[config.mk]
export PLATFORM = sky130hd
export DESIGN_NAME = fetch_stage
export DESIGN_NICKNAME = d
export VERILOG_FILES = /design/src/rtl/riscv_pkg.sv /design/src/rtl/fetch_stage.sv
export SDC_FILE = /design/constraint.sdc
export NUM_CORES = 1
export LEC_CHECK = 0
export CAP_MARGIN = 0
export CORE_MARGIN = 1.5
export CORE_UTILIZATION = 52
export DETAILED_ROUTE_END_ITERATION = 10
export PLACE_DENSITY = 0.94
export SYNTH_ARGS = -nofsm -noshare
export SYNTH_HDL_FRONTEND = slang
export SYNTH_SLANG_ARGS = --single-unit
export TNS_END_PERCENT = 10
[constraint.sdc]
create_clock -name clk -period 5 [get_ports clk]
set_clock_uncertainty 0.2 [all_clocks]
set_input_delay 0.75 -clock clk [delete_from_list [all_inputs] [get_ports clk]]
set_output_delay 0.75 -clock clk [all_outputs]
set_load 0.02 [all_outputs]
[src/rtl/riscv_pkg.sv]
// Shared fetch-side types and constants for the front end.
// Consumed by fetch_stage and its downstream bubble logic.
package riscv_pkg;

    typedef enum logic [1:0] {
        IDLE = 2'd0,
        REQ  = 2'd1,
        WAIT = 2'd2,
        DROP = 2'd3
    } fetch_state_t;

    localparam int unsigned INSTR_BYTES = 4;
    localparam logic [31:0] NOP_INSTR   = 32'h0000_0013;

endpackage

[src/rtl/fetch_stage.sv]
// Instruction fetch: owns the PC, one outstanding imem request, single-entry output buffer.
// Request issued the cycle after grant resolves; no new request while the buffer is full and not draining.
module fetch_stage
    import riscv_pkg::*;
#(
    parameter int unsigned     XLEN      = 32,
    parameter int unsigned     IMM_WIDTH = 12,
    parameter logic [XLEN-1:0] RESET_PC  = '0
) (
    input  logic                 clk,
    input  logic                 rst_n,
    output logic                 imem_req,
    output logic [XLEN-1:0]      imem_addr,
    input  logic                 imem_gnt,
    input  logic                 imem_rvalid,
    input  logic [31:0]          imem_rdata,
    input  logic                 br_take,
    input  logic [XLEN-1:0]      br_pc,
    input  logic [XLEN-1:0]      br_imm,
    output logic                 if_valid,
    input  logic                 if_ready,
    output logic [31:0]          if_instr,
    output logic [XLEN-1:0]      if_pc,
    output logic [IMM_WIDTH-1:0] if_imm12
);

    fetch_state_t    state_q, state_d;
    logic [XLEN-1:0] pc_q, pc_d;
    logic [XLEN-1:0] req_pc_q, req_pc_d;
    logic            valid_q, valid_d;
    logic [31:0]     instr_q, instr_d;
    logic [XLEN-1:0] ipc_q, ipc_d;

    logic            drain;
    logic            req;
    logic [XLEN-1:0] br_sum;
    logic [XLEN-1:0] br_target;
    logic [XLEN-1:0] pc_next;

    assign drain     = valid_q && if_ready;
    assign req       = (state_q == REQ) && (!valid_q || if_ready);
    assign br_sum    = br_pc + br_imm;
    assign br_target = {br_sum[XLEN-1:2], 2'b00};
    assign pc_next   = pc_q + XLEN'(INSTR_BYTES);

    always_comb begin
        state_d  = state_q;
        pc_d     = pc_q;
        req_pc_d = req_pc_q;
        valid_d  = drain ? 1'b0 : valid_q;
        instr_d  = instr_q;
        ipc_d    = ipc_q;

        if (br_take) begin
            // Redirect wins; anything already granted must be swallowed in DROP.
            pc_d    = br_target;
            valid_d = 1'b0;
            case (state_q)
                IDLE:    state_d = REQ;
                REQ:     state_d = (req && imem_gnt) ? DROP : REQ;
                WAIT:    state_d = imem_rvalid ? REQ : DROP;
                DROP:    state_d = imem_rvalid ? REQ : DROP;
                default: state_d = IDLE;
            endcase
        end else begin
            case (state_q)
                IDLE: state_d = REQ;
                REQ: begin
                    if (req && imem_gnt) begin
                        req_pc_d = pc_q;
                        pc_d     = pc_next;
                        state_d  = WAIT;
                    end
                end
                WAIT: begin
                    if (imem_rvalid) begin
                        instr_d = imem_rdata;
                        ipc_d   = req_pc_q;
                        valid_d = 1'b1;
                        state_d = REQ;
                    end
                end
                DROP: begin
                    if (imem_rvalid) begin
                        state_d = REQ;
                    end
                end
                default: state_d = IDLE;
            endcase
        end
    end

    always_ff @(posedge clk or negedge rst_n) begin
        if (!rst_n) begin
            state_q  <= IDLE;
            pc_q     <= RESET_PC;
            req_pc_q <= '0;
            valid_q  <= 1'b0;
            instr_q  <= '0;
            ipc_q    <= '0;
        end else begin
            state_q  <= state_d;
            pc_q     <= pc_d;
            req_pc_q <= req_pc_d;
            valid_q  <= valid_d;
            instr_q  <= instr_d;
            ipc_q    <= ipc_d;
        end
    end

    assign imem_req  = req;
    assign imem_addr = req ? pc_q : '0;
    assign if_valid  = valid_q;
    assign if_instr  = instr_q;
    assign if_pc     = ipc_q;
    assign if_imm12  = instr_q[31 -: IMM_WIDTH];

endmodule

==> results of run 1 <==
[power by group]
group | internal, mW | switching (mW) | total, mW
logic | 0.984 | 0.886 | 1.87
clock network | 0.861 | 0.456 | 1.32
registers | 1.39 | 0.288 | 1.68
total | 3.23 | 1.63 | 4.86
[cells in the mapped netlist, types with 3 or more instances]
cell type / instances
sky130_fd_sc_hd__dfrtp_1: 125
sky130_fd_sc_hd__mux2_2: 90
sky130_fd_sc_hd__and3_1: 38
sky130_fd_sc_hd__xnor2_1: 37
sky130_fd_sc_hd__a21oi_1: 35
sky130_fd_sc_hd__nand2_1: 33
sky130_fd_sc_hd__ha_1: 31
sky130_fd_sc_hd__nor2_1: 30
sky130_fd_sc_hd__clkbuf_1: 24
sky130_fd_sc_hd__o21ai_0: 17
sky130_fd_sc_hd__buf_4: 16
sky130_fd_sc_hd__xor2_1: 15
sky130_fd_sc_hd__nand3_1: 14
sky130_fd_sc_hd__a21o_1: 12
sky130_fd_sc_hd__inv_1: 11
sky130_fd_sc_hd__nand4_1: 11
sky130_fd_sc_hd__a31oi_1: 7
sky130_fd_sc_hd__nor3_1: 7
sky130_fd_sc_hd__and4_1: 6
sky130_fd_sc_hd__o21ai_1: 6
sky130_fd_sc_hd__o21bai_1: 6
sky130_fd_sc_hd__and2_1: 5
sky130_fd_sc_hd__buf_2: 5
sky130_fd_sc_hd__mux2i_1: 5
sky130_fd_sc_hd__nor4b_1: 5
sky130_fd_sc_hd__or3_1: 5
sky130_fd_sc_hd__nand2b_1: 4
sky130_fd_sc_hd__nand4_2: 3
sky130_fd_sc_hd__nor2b_1: 3
[critical path, stage by stage]
cell                              delay [ps]
sky130_fd_sc_hd__clkdlybuf4s50_1         460
sky130_fd_sc_hd__nand2b_1                810
sky130_fd_sc_hd__and3_1                  330
sky130_fd_sc_hd__clkdlybuf4s50_1         620
[final timing paths]
kind | start | endpoint | slack [ps] | cells after the start
worst max-delay path | if_ready | imem_addr[25] | 1070 | 4
worst min-delay path | rst_n | if_instr[3] | 60 | 1
max in group asynchronous | rst_n | pc_q[7] | 3610 | 2
min in group clk | req_pc_q[13] | req_pc_q[13] | 280 | 2
worst min register to register | req_pc_q[13] | req_pc_q[13] | 280 | 2
worst max register to register | if_valid | pc_q[30] | 2000 | 8
[cells by family after synthesis]
kind of cell,count (synthesis),synth area share
simple gates,173,0.1384
flops,125,0.4459
compound gates,105,0.1018
mux,96,0.1532
buf+inv,57,0.03995
xor+xnor,52,0.06492
fa+ha+maj,31,0.05529
other cells,1,0.0005345
[sequential cells by signal (all words and copies together), names as in the netlist]
register / cells
req_pc_q: 30
state_q: 2
if_instr: 32
pc_q: 30
if_pc: 30
if_valid: 1
[layout by cell type, fill, tap and decap left out, types with 7 or more instances in the layout]
cell type and n:
sky130_fd_sc_hd__a21o_1 12, sky130_fd_sc_hd__a21oi_1 35, sky130_fd_sc_hd__a31oi_1 7, sky130_fd_sc_hd__and3_1 38
sky130_fd_sc_hd__clkbuf_16 17, sky130_fd_sc_hd__clkdlybuf4s50_1 205, sky130_fd_sc_hd__clkinvlp_4 7, sky130_fd_sc_hd__dfrtp_1 125
sky130_fd_sc_hd__ha_1 31, sky130_fd_sc_hd__inv_1 11, sky130_fd_sc_hd__mux2_2 90, sky130_fd_sc_hd__nand2_1 33
sky130_fd_sc_hd__nand3_1 14, sky130_fd_sc_hd__nand4_1 11, sky130_fd_sc_hd__nor2_1 30, sky130_fd_sc_hd__nor3_1 7
sky130_fd_sc_hd__o21ai_0 17, sky130_fd_sc_hd__xnor2_1 37, sky130_fd_sc_hd__xor2_1 15
[layout make-up]
cell class,count,area share
sequential,125,0.3208
multi-input combinational,461,0.3717
clock buffer,19,0.04645
tap,176,0.02258
inverter,11,0.004234
timing repair buffer,211,0.2148
clock inverter,13,0.01950
[routing by layer]
metal	wire length, microns	part of all wire	vias to the layer above
met5	0	0	-
met4	336	0.019	0
met3	890	0.050	33
met2	9023	0.51	216
met1	7589	0.43	2750
li1	-	-	2663
[stage by stage]
stage	total power [mW]	cell area [sq um]	setup WS (ps)	std cells	utilization
CTS	4.890	9752	1078	1016	0.7393
floorplan	2.667	7027	2173	643	-
finish	4.865	9752	1072	1016	0.7393
detailed placement	3.524	9109	1141	984	0.6906
global route	5.079	9752	986.6	1016	0.7393
global placement	3.446	9109	1206	984	0.6906
==> impl_metrics.xml, run 1 <==
<?xml version="1.0" encoding="UTF-8"?>
<metrics>
  <group name="layout">
    <metric name="layout.area.seq" unit="sq um">3128</metric>
    <metric name="synthToLayoutAreaGrowth" unit="%">39.00</metric>
    <metric name="antennaDiodeCount" unit="">0</metric>
    <metric name="multiInputGateArea" unit="sq um">3625</metric>
    <metric name="post_route_cells_drive_above_1_share" unit="">0.1750</metric>
    <metric name="nNetsFinal" unit="">960</metric>
    <metric name="num-fill-cells" unit="">871</metric>
  </group>
  <group name="sta">
    <metric name="finalHoldViolations" unit="">0</metric>
    <metric name="clock.fmax" unit="MHz">254.6</metric>
    <metric name="grt_setup_unrepaired" unit="">no</metric>
    <metric name="tightest_slew" unit="ps">1065</metric>
    <metric name="slew_viol_final" unit="">0</metric>
    <metric name="final_min_period_over_clock_period" unit="">0.7856</metric>
    <metric name="final-setup-viol-count" unit="">0</metric>
    <metric name="max-slew-margin-rel" unit="">0.2900</metric>
    <metric name="setup_total_negative_slack" unit="ps">0</metric>
    <metric name="fin_worst_hold_slack" unit="ps">55.26</metric>
    <metric name="post_layout_minimum_cycle_time" unit="ps">3928</metric>
  </group>
  <group name="global_route">
    <metric name="grt_remaining_overflow" unit="">0</metric>
    <metric name="maximum_number_of_pins_on_one_net_before_global_route_repair" unit="">64</metric>
    <metric name="use_met3" unit="">0.04789</metric>
    <metric name="globalRouteMet2Util" unit="">0.4357</metric>
    <metric name="grt_most_used_layer" unit="">met2</metric>
    <metric name="global_route_met1_utilization" unit="">0.3246</metric>
    <metric name="grt_antenna_before_repair" unit="">0</metric>
    <metric name="first_pass_grt_wire_length" unit="mm">28.35</metric>
    <metric name="grt_pass1_vias" unit="">5455</metric>
    <metric name="track_usage" unit="">0.2542</metric>
  </group>
  <group name="yosys">
    <metric name="synth_area_leader_cell" unit="">sky130_fd_sc_hd__dfrtp_1</metric>
    <metric name="netlist-cell-type-count" unit="">60</metric>
    <metric name="ys_seq_area_frac" unit="">0.4459</metric>
    <metric name="yosys.area.top_type_share" unit="">0.4459</metric>
    <metric name="synth-seq-cells" unit="">125</metric>
    <metric name="proportion_of_register_bits_with_asynchronous_set_or_reset_after_synthesis" unit="">1.000</metric>
    <metric name="synthesis.area" unit="sq um">7015</metric>
    <metric name="postSynth.topFlopCell" unit="">sky130_fd_sc_hd__dfrtp_1</metric>
    <metric name="number_of_enable_type_register_cells_in_the_synthesized_netlist" unit="">0</metric>
    <metric name="post_synth_main_area_contributors" unit="">sky130_fd_sc_hd__dfrtp_1 (45%), sky130_fd_sc_hd__mux2_2 (14%), sky130_fd_sc_hd__ha_1 (5.5%)</metric>
    <metric name="synth_warnings" unit="">0</metric>
    <metric name="synth.avg_cell_area" unit="sq um">10.96</metric>
    <metric name="syn_inst" unit="">640</metric>
  </group>
  <group name="die">
    <metric name="die-height" unit="microns">119.2</metric>
    <metric name="design.portCount" unit="">212</metric>
    <metric name="die_area" unit="sq um">14200</metric>
    <metric name="row_count" unit="">42</metric>
    <metric name="coreArea" unit="sq um">13190</metric>
    <metric name="start_util" unit="">0.5319</metric>
    <metric name="die_w" unit="microns">119.2</metric>
  </group>
  <group name="clock_network">
    <metric name="cts.htree.levels" unit="">4</metric>
    <metric name="cts.root.buffer_cell" unit="">sky130_fd_sc_hd__clkbuf_16</metric>
    <metric name="setup_fix_bufs_post_cts" unit="">0</metric>
    <metric name="post_cts.resized_instances" unit="">0</metric>
    <metric name="clk-insertion-delay-late" unit="ps">410</metric>
    <metric name="clk_path_buf_depth" unit="">2</metric>
    <metric name="tritoncts" unit="">yes</metric>
    <metric name="worst_setup_hold_path_clk_slew" unit="ps">60</metric>
    <metric name="clock_tree_sinks" unit="">125</metric>
    <metric name="post_cts_hold_buffer_count" unit="">0</metric>
    <metric name="cts-buffers-inserted" unit="">17</metric>
  </group>
  <group name="detailed_routing">
    <metric name="antenna_left" unit="">0</metric>
    <metric name="routed_via_density" unit="">5.573</metric>
    <metric name="detail_route.wl_per_cell" unit="microns">17.56</metric>
    <metric name="dr_total_vias" unit="">5662</metric>
    <metric name="postRouteWirelength" unit="mm">17.84</metric>
    <metric name="drt_first_iter_violations" unit="">388</metric>
    <metric name="drcViolationCount" unit="">0</metric>
    <metric name="detail_route.first_pass.iterations" unit="">4</metric>
  </group>
  <group name="power">
    <metric name="power_density" unit="nW/um^2">498.8</metric>
    <metric name="power.static_leakage" unit="nW">4.178</metric>
    <metric name="worst_ir_drop_vdd" unit="mV">0.2850</metric>
  </group>
  <group name="placed_design">
    <metric name="detailedPlacementHpwl" unit="mm">12.43</metric>
    <metric name="routabilityCongestion" unit="">0.8719</metric>
    <metric name="port-buffer-count" unit="">207</metric>
  </group>
  <group name="critical_path">
    <metric name="worstPathRequired" unit="ps">4050</metric>
    <metric name="crit_path_start_kind" unit="">input pin</metric>
    <metric name="ws_path_type" unit="">input pin to output pin</metric>
    <metric name="cp_max_fo" unit="">33</metric>
    <metric name="critPathCaptureType" unit="">output pin</metric>
    <metric name="crit_arrival" unit="ps">2980</metric>
  </group>
  <group name="hold_path">
    <metric name="worst_hold_path_type" unit="">input pin to asynchronous set/reset pin</metric>
  </group>
  <group name="run">
    <metric name="max_cap_viol_count" unit="">0</metric>
  </group>
  <group name="outcome">
    <metric name="outcome" unit="">finished clean</metric>
  </group>
</metrics>
Note: power is estimated with default switching activity, not from simulation.
==> run 2: changes to the inputs <==
- CORE_UTILIZATION: 52 -> 48
- PLACE_DENSITY: 0.94 -> 0.88
- clock period: 5 -> 3.69 ns (I/O delays scaled with it)
==> run 2 against run 1 <==
Compared with the run above: the flow now finishes with violations (hold timing); sequential share of layout area about the same; sequential cell count unchanged; register-to-register slack worse by 1100 ps; largest cell class unchanged; critical path type is now flip-flop to output pin; wire length down 7.7%; core utilization down 4.7 points; critical endpoint is now imem_addr[21].
==> impl_metrics.xml, run 2 (synthesis results as in run 1) <==
<?xml version="1.0" encoding="UTF-8"?>
<metrics>
  <group name="power">
    <metric name="power_density" unit="nW/um^2">656.8</metric>
    <metric name="power.static_leakage" unit="nW">4.197</metric>
    <metric name="worst_ir_drop_vdd" unit="mV">0.4063</metric>
  </group>
  <group name="critical_path">
    <metric name="crit_arrival" unit="ps">2440</metric>
    <metric name="setup.worst_path.start" unit="">state_q[1]</metric>
    <metric name="r2r.worst_path.cells" unit="">8</metric>
    <metric name="ws_path_type" unit="">flip-flop to output pin</metric>
    <metric name="worstPathRequired" unit="ps">2940</metric>
    <metric name="crit_path_start_kind" unit="">flip-flop</metric>
    <metric name="reg2reg_from" unit="">state_q[1]</metric>
    <metric name="worst_r2r_endpoint" unit="">pc_q[31]</metric>
    <metric name="critPathCapture" unit="">imem_addr[21]</metric>
    <metric name="critPathCaptureType" unit="">output pin</metric>
    <metric name="ff2ff_setup_slack" unit="ps">910</metric>
    <metric name="cp_max_fo" unit="">23</metric>
  </group>
  <group name="sta">
    <metric name="final_min_period_over_clock_period" unit="">0.8663</metric>
    <metric name="post_layout_minimum_cycle_time" unit="ps">3197</metric>
    <metric name="final-setup-viol-count" unit="">0</metric>
    <metric name="slew_viol_final" unit="">0</metric>
    <metric name="final.setup.worst_slack" unit="ps">493.4</metric>
    <metric name="tightest_slew" unit="ps">767.8</metric>
    <metric name="clock.fmax" unit="MHz">312.8</metric>
    <metric name="max-slew-margin-rel" unit="">0.4882</metric>
    <metric name="grt_setup_unrepaired" unit="">no</metric>
    <metric name="finalHoldViolations" unit="">4</metric>
    <metric name="setup_total_negative_slack" unit="ps">0</metric>
    <metric name="fin_worst_hold_slack" unit="ps">-5.641</metric>
  </group>
  <group name="detailed_routing">
    <metric name="dr_total_vias" unit="">5542</metric>
    <metric name="drcViolationCount" unit="">0</metric>
    <metric name="antenna_left" unit="">0</metric>
    <metric name="routed_via_density" unit="">5.417</metric>
    <metric name="detail_route.first_pass.iterations" unit="">4</metric>
    <metric name="drt_first_iter_violations" unit="">321</metric>
    <metric name="postRouteWirelength" unit="mm">16.46</metric>
    <metric name="detail_route.wl_per_cell" unit="microns">16.09</metric>
  </group>
  <group name="global_route">
    <metric name="grt_remaining_overflow" unit="">0</metric>
    <metric name="globalRouteMet2Util" unit="">0.3608</metric>
    <metric name="use_met3" unit="">0.03892</metric>
    <metric name="track_usage" unit="">0.2201</metric>
    <metric name="first_pass_grt_wire_length" unit="mm">26.21</metric>
    <metric name="grt_antenna_before_repair" unit="">0</metric>
    <metric name="maximum_number_of_pins_on_one_net_before_global_route_repair" unit="">72</metric>
    <metric name="global_route_met1_utilization" unit="">0.2911</metric>
    <metric name="grt_most_used_layer" unit="">met2</metric>
    <metric name="grt_pass1_vias" unit="">5272</metric>
  </group>
  <group name="layout">
    <metric name="layout.area.seq" unit="sq um">3128</metric>
    <metric name="nNetsFinal" unit="">963</metric>
    <metric name="largest_reg_flops" unit="">32</metric>
    <metric name="layout_commonest_cell" unit="">sky130_fd_sc_hd__clkdlybuf4s50_1</metric>
    <metric name="synthToLayoutAreaGrowth" unit="%">39.17</metric>
    <metric name="antennaDiodeCount" unit="">0</metric>
    <metric name="multiInputGateArea" unit="sq um">3625</metric>
    <metric name="layout.cells.most_common_list" unit="">sky130_fd_sc_hd__clkdlybuf4s50_1 (205), sky130_fd_sc_hd__dfrtp_1 (125), sky130_fd_sc_hd__mux2_2 (90), sky130_fd_sc_hd__and3_1 (38), sky130_fd_sc_hd__xnor2_1 (37)</metric>
    <metric name="num-fill-cells" unit="">1056</metric>
    <metric name="post_route_cells_drive_above_1_share" unit="">0.1756</metric>
  </group>
  <group name="clock_network">
    <metric name="post_cts.resized_instances" unit="">0</metric>
    <metric name="post_cts_hold_buffer_count" unit="">0</metric>
    <metric name="cts-buffers-inserted" unit="">17</metric>
    <metric name="cts.root.buffer_cell" unit="">sky130_fd_sc_hd__clkbuf_16</metric>
    <metric name="worst_setup_hold_path_clk_slew" unit="ps">50</metric>
    <metric name="clk-insertion-delay-late" unit="ps">410</metric>
    <metric name="tritoncts" unit="">yes</metric>
    <metric name="setup_fix_bufs_post_cts" unit="">0</metric>
    <metric name="cts.htree.levels" unit="">4</metric>
    <metric name="clock_tree_sinks" unit="">125</metric>
    <metric name="clk_path_buf_depth" unit="">2</metric>
  </group>
  <group name="hold_path">
    <metric name="worst_hold_path_type" unit="">input pin to asynchronous set/reset pin</metric>
  </group>
  <group name="run">
    <metric name="max_cap_viol_count" unit="">0</metric>
  </group>
  <group name="outcome">
    <metric name="failed_checks" unit="">hold timing</metric>
    <metric name="outcome" unit="">complete, but fails checks</metric>
  </group>
  <group name="placed_design">
    <metric name="pre_cts_ws" unit="ps">358.1</metric>
    <metric name="port-buffer-count" unit="">207</metric>
    <metric name="routabilityCongestion" unit="">0.8459</metric>
    <metric name="detailedPlacementHpwl" unit="mm">12.30</metric>
  </group>
  <group name="die">
    <metric name="die-height" unit="microns">123.9</metric>
    <metric name="die_area" unit="sq um">15350</metric>
    <metric name="die_w" unit="microns">123.9</metric>
    <metric name="coreArea" unit="sq um">14100</metric>
    <metric name="start_util" unit="">0.4977</metric>
    <metric name="row_count" unit="">43</metric>
    <metric name="design.portCount" unit="">212</metric>
  </group>
</metrics>
## run 2: changes by cell type in the layout (fill, tap and decap cells not counted), sizes merged
| cell | change |
|---|---|
| clkbuf | +2 |
| clkinvlp | -4 |
| clkinv | +3 |
| buf | +3 |
| bufinv | -1 |
## run 2: final cells by class
type,count,share of cell area
clock inverters,11,0.01448
clock buffers,21,0.04716
repair buffers,214,0.2194
inverters,11,0.004229
well taps,180,0.02307
flip-flops and latches,125,0.3204
multi-input cells,461,0.3713
## run 2: worst min-delay path by stage
stage,endpoint,cells past startpoint
floorplan,if_instr[0],0
global placement,req_pc_q[13],2
detailed placement,req_pc_q[18],1
CTS,if_instr[0],1
global route,if_instr[0],1
finish,if_instr[0],1
## run 2: layer usage
metal / vias to the layer above / share of wire
met1: 2633 / 0.45
met5: - / 0
met3: 30 / 0.053
met4: 0 / 0.022
li1: 2689 / -
met2: 190 / 0.48
## run 2: report_power, final
part	internal (mW)	total, mW	switching [mW]
Clock	1.09	1.66	0.570
Sequential	1.89	2.25	0.360
Combinational	1.34	2.50	1.17
Total	4.31	6.41	2.10
## run 2: worst max-delay path: stages, from the launching register on
cell,delay [ps]
sky130_fd_sc_hd__dfrtp_1,370
sky130_fd_sc_hd__and2b_1,590
sky130_fd_sc_hd__buf_4,260
sky130_fd_sc_hd__and3_1,200
sky130_fd_sc_hd__clkdlybuf4s50_1,610
## run 2: per-stage QoR
stage                     hold slack [ps]  total power [mW]    util  cells  cell area, sq um
final                              -5.641             6.413  0.6926   1023              9763
after global routing                58.69             6.755  0.6926   1023              9763
after CTS                           17.85             6.460  0.6926   1023              9763
after detailed placement            287.8             4.779  0.6499    991              9161
after global placement              268.3             4.689  0.6499    991              9161
after floorplan                     57.91             3.614       -    643              7027
==> run 3: changes to the inputs <==
- SLEW_MARGIN: default -> 25
- clock period: 3.69 -> 3.2 ns (I/O delays scaled with it)
==> run 3 against run 2 <==
Compared with the run above: the flow now finishes without violations; register-to-register slack got worse by 300 ps; sequential share of layout area decreased by 0.18 points; first-iteration DRC count is 11% lower; highest routed layer unchanged.
==> impl_metrics.xml, run 3 (synthesis results as in run 1) <==
<?xml version="1.0" encoding="UTF-8"?>
<metrics>
  <group name="clock_network">
    <metric name="cts.root.buffer_cell" unit="">sky130_fd_sc_hd__clkbuf_16</metric>
    <metric name="tritoncts" unit="">yes</metric>
    <metric name="clk_path_buf_depth" unit="">2</metric>
    <metric name="worst_setup_hold_path_clk_slew" unit="ps">50</metric>
    <metric name="clock_tree_sinks" unit="">125</metric>
    <metric name="cts-buffers-inserted" unit="">17</metric>
    <metric name="clk-insertion-delay-late" unit="ps">400</metric>
    <metric name="cts.htree.levels" unit="">4</metric>
  </group>
  <group name="detailed_routing">
    <metric name="detail_route.first_pass.iterations" unit="">4</metric>
    <metric name="detail_route.wl_per_cell" unit="microns">15.82</metric>
    <metric name="dr_total_vias" unit="">5529</metric>
    <metric name="drt_first_iter_violations" unit="">286</metric>
    <metric name="antenna_left" unit="">0</metric>
    <metric name="drcViolationCount" unit="">0</metric>
    <metric name="routed_via_density" unit="">5.363</metric>
    <metric name="postRouteWirelength" unit="mm">16.31</metric>
  </group>
  <group name="global_route">
    <metric name="grt_remaining_overflow" unit="">0</metric>
    <metric name="global_route_met1_utilization" unit="">0.2863</metric>
    <metric name="use_met3" unit="">0.03755</metric>
    <metric name="grt_pass1_vias" unit="">5214</metric>
    <metric name="maximum_number_of_pins_on_one_net_before_global_route_repair" unit="">64</metric>
    <metric name="first_pass_grt_wire_length" unit="mm">26.04</metric>
    <metric name="globalRouteMet2Util" unit="">0.3664</metric>
    <metric name="track_usage" unit="">0.2171</metric>
    <metric name="grt_antenna_before_repair" unit="">0</metric>
    <metric name="grt_most_used_layer" unit="">met2</metric>
  </group>
  <group name="sta">
    <metric name="fin_worst_hold_slack" unit="ps">263.0</metric>
    <metric name="tightest_slew" unit="ps">778.3</metric>
    <metric name="grt_setup_unrepaired" unit="">no</metric>
    <metric name="clock.fmax" unit="MHz">344.7</metric>
    <metric name="final.setup.worst_slack" unit="ps">298.8</metric>
    <metric name="final_min_period_over_clock_period" unit="">0.9066</metric>
    <metric name="max-slew-margin-rel" unit="">0.4811</metric>
    <metric name="final-setup-viol-count" unit="">0</metric>
    <metric name="finalHoldViolations" unit="">0</metric>
    <metric name="slew_viol_final" unit="">0</metric>
    <metric name="post_layout_minimum_cycle_time" unit="ps">2901</metric>
  </group>
  <group name="critical_path">
    <metric name="critPathCapture" unit="">imem_addr[22]</metric>
    <metric name="crit_path_start_kind" unit="">flip-flop</metric>
    <metric name="crit_arrival" unit="ps">2220</metric>
    <metric name="cp_max_fo" unit="">23</metric>
    <metric name="worst_r2r_endpoint" unit="">pc_q[25]</metric>
    <metric name="buffer_and_inverter_count_on_the_worst_path" unit="">2</metric>
    <metric name="slowest_delay" unit="ps">600</metric>
    <metric name="critical_path.top_delay_family" unit="">buffers and inverters</metric>
    <metric name="ws_path_type" unit="">flip-flop to output pin</metric>
    <metric name="critical-path-slowest-cell" unit="">sky130_fd_sc_hd__clkdlybuf4s50_1</metric>
    <metric name="critPathCaptureType" unit="">output pin</metric>
    <metric name="critical_path.cell_chain" unit="">and2b_2, buf_4, and3_1, clkdlybuf4s50_1</metric>
    <metric name="setup.worst_path.start" unit="">state_q[1]</metric>
    <metric name="crit_cells" unit="">4</metric>
    <metric name="r2r.worst_path.cells" unit="">8</metric>
    <metric name="worstPathRequired" unit="ps">2520</metric>
    <metric name="ff2ff_setup_slack" unit="ps">610</metric>
    <metric name="reg2reg_from" unit="">state_q[1]</metric>
  </group>
  <group name="outcome">
    <metric name="outcome" unit="">finished clean</metric>
  </group>
  <group name="power">
    <metric name="comb_power_share" unit="">0.394</metric>
    <metric name="sequentialPowerShare" unit="">0.352</metric>
    <metric name="intPower" unit="mW">4.953</metric>
    <metric name="worst_ir_drop_vdd" unit="mV">0.5021</metric>
    <metric name="power.static_leakage" unit="nW">4.238</metric>
    <metric name="p_total" unit="mW">7.349</metric>
    <metric name="power.switching" unit="mW">2.395</metric>
    <metric name="power_density" unit="nW/um^2">748.4</metric>
    <metric name="switching_power_share_of_the_total" unit="">0.3259</metric>
    <metric name="clock_power_share" unit="">0.254</metric>
  </group>
  <group name="layout">
    <metric name="antennaDiodeCount" unit="">0</metric>
    <metric name="multiInputGateArea" unit="sq um">3626</metric>
    <metric name="largest_reg_flops" unit="">32</metric>
    <metric name="num-fill-cells" unit="">1053</metric>
    <metric name="stdcell_count" unit="">1031</metric>
    <metric name="fin_util" unit="">0.6966</metric>
    <metric name="synthToLayoutAreaGrowth" unit="%">39.97</metric>
    <metric name="layout_commonest_cell" unit="">sky130_fd_sc_hd__clkdlybuf4s50_1</metric>
    <metric name="layout.area.seq" unit="sq um">3128</metric>
    <metric name="post_route_cells_drive_above_1_share" unit="">0.1798</metric>
    <metric name="nNetsFinal" unit="">971</metric>
    <metric name="layout.cells.most_common_list" unit="">sky130_fd_sc_hd__clkdlybuf4s50_1 (205), sky130_fd_sc_hd__dfrtp_1 (125), sky130_fd_sc_hd__mux2_2 (90), sky130_fd_sc_hd__and3_1 (38), sky130_fd_sc_hd__xnor2_1 (37)</metric>
  </group>
  <group name="placed_design">
    <metric name="pre_cts_ws" unit="ps">-28.14</metric>
    <metric name="port-buffer-count" unit="">207</metric>
    <metric name="routabilityCongestion" unit="">0.8671</metric>
    <metric name="dp.cells" unit="">998</metric>
    <metric name="detailedPlacementHpwl" unit="mm">12.34</metric>
  </group>
  <group name="die">
    <metric name="design.portCount" unit="">212</metric>
    <metric name="row_count" unit="">43</metric>
    <metric name="start_util" unit="">0.4977</metric>
    <metric name="die_w" unit="microns">123.9</metric>
    <metric name="die-height" unit="microns">123.9</metric>
    <metric name="die_area" unit="sq um">15350</metric>
    <metric name="coreArea" unit="sq um">14100</metric>
  </group>
  <group name="hold_path">
    <metric name="worst_hold_path_type" unit="">input pin to flip-flop</metric>
    <metric name="holdCritStartpoint" unit="">br_take</metric>
  </group>
  <group name="run">
    <metric name="max_cap_viol_count" unit="">0</metric>
  </group>
</metrics>
## run 3: final cells by class
class                      instances  area share
inverter                          11    0.004205
clock inverter                     6    0.008410
tap                              180     0.02294
timing repair buffer             222      0.2258
sequential                       125      0.3186
multi-input combinational        461      0.3693
clock buffer                      26     0.05084
## run 3: worst min-delay path by stage
stage,end,slack [ps],depth (start not counted)
after floorplan,if_instr[0],-20,0
after global placement,req_pc_q[28],270,1
after detailed placement,req_pc_q[28],280,1
after CTS,pc_q[12],240,2
after global routing,pc_q[12],250,2
final,pc_q[12],260,2
## run 3: repair_timing
action                                 4_1_cts  5_1_grt
endpoints found under the hold margin       40        0
setup endpoints to repair                    0        3
gates resized for setup                      0        1
hold buffers                                 1        0
setup buffers                                0        0
## run 3: metal layers
metal / part of all wire / wire length, microns / vias up
li1: - / - / 2688
met4: 0.013 / 211 / 0
met1: 0.44 / 7153 / 2621
met2: 0.48 / 7882 / 202
met5: 0 / 0 / -
met3: 0.065 / 1067 / 18
## run 3: power groups by stage
| stage | clock [mW] | combinational [mW] | sequential, mW |
|---|---|---|---|
| after floorplan | 0 | 1.28 | 2.89 |
| after global placement | 0 | 2.85 | 2.56 |
| after detailed placement | 0 | 2.91 | 2.61 |
| after CTS | 1.90 | 2.92 | 2.59 |
| after global routing | 1.98 | 3.11 | 2.68 |
| final | 1.87 | 2.89 | 2.59 |
## run 3: per-stage QoR
stage	cell area, sq um	TNS, ps
6_report	9819	0
5_1_grt	9819	0
4_1_cts	9818	0
3_5_place_dp	9226	-28.14
3_3_place_gp	9226	0
2_1_floorplan	7027	0
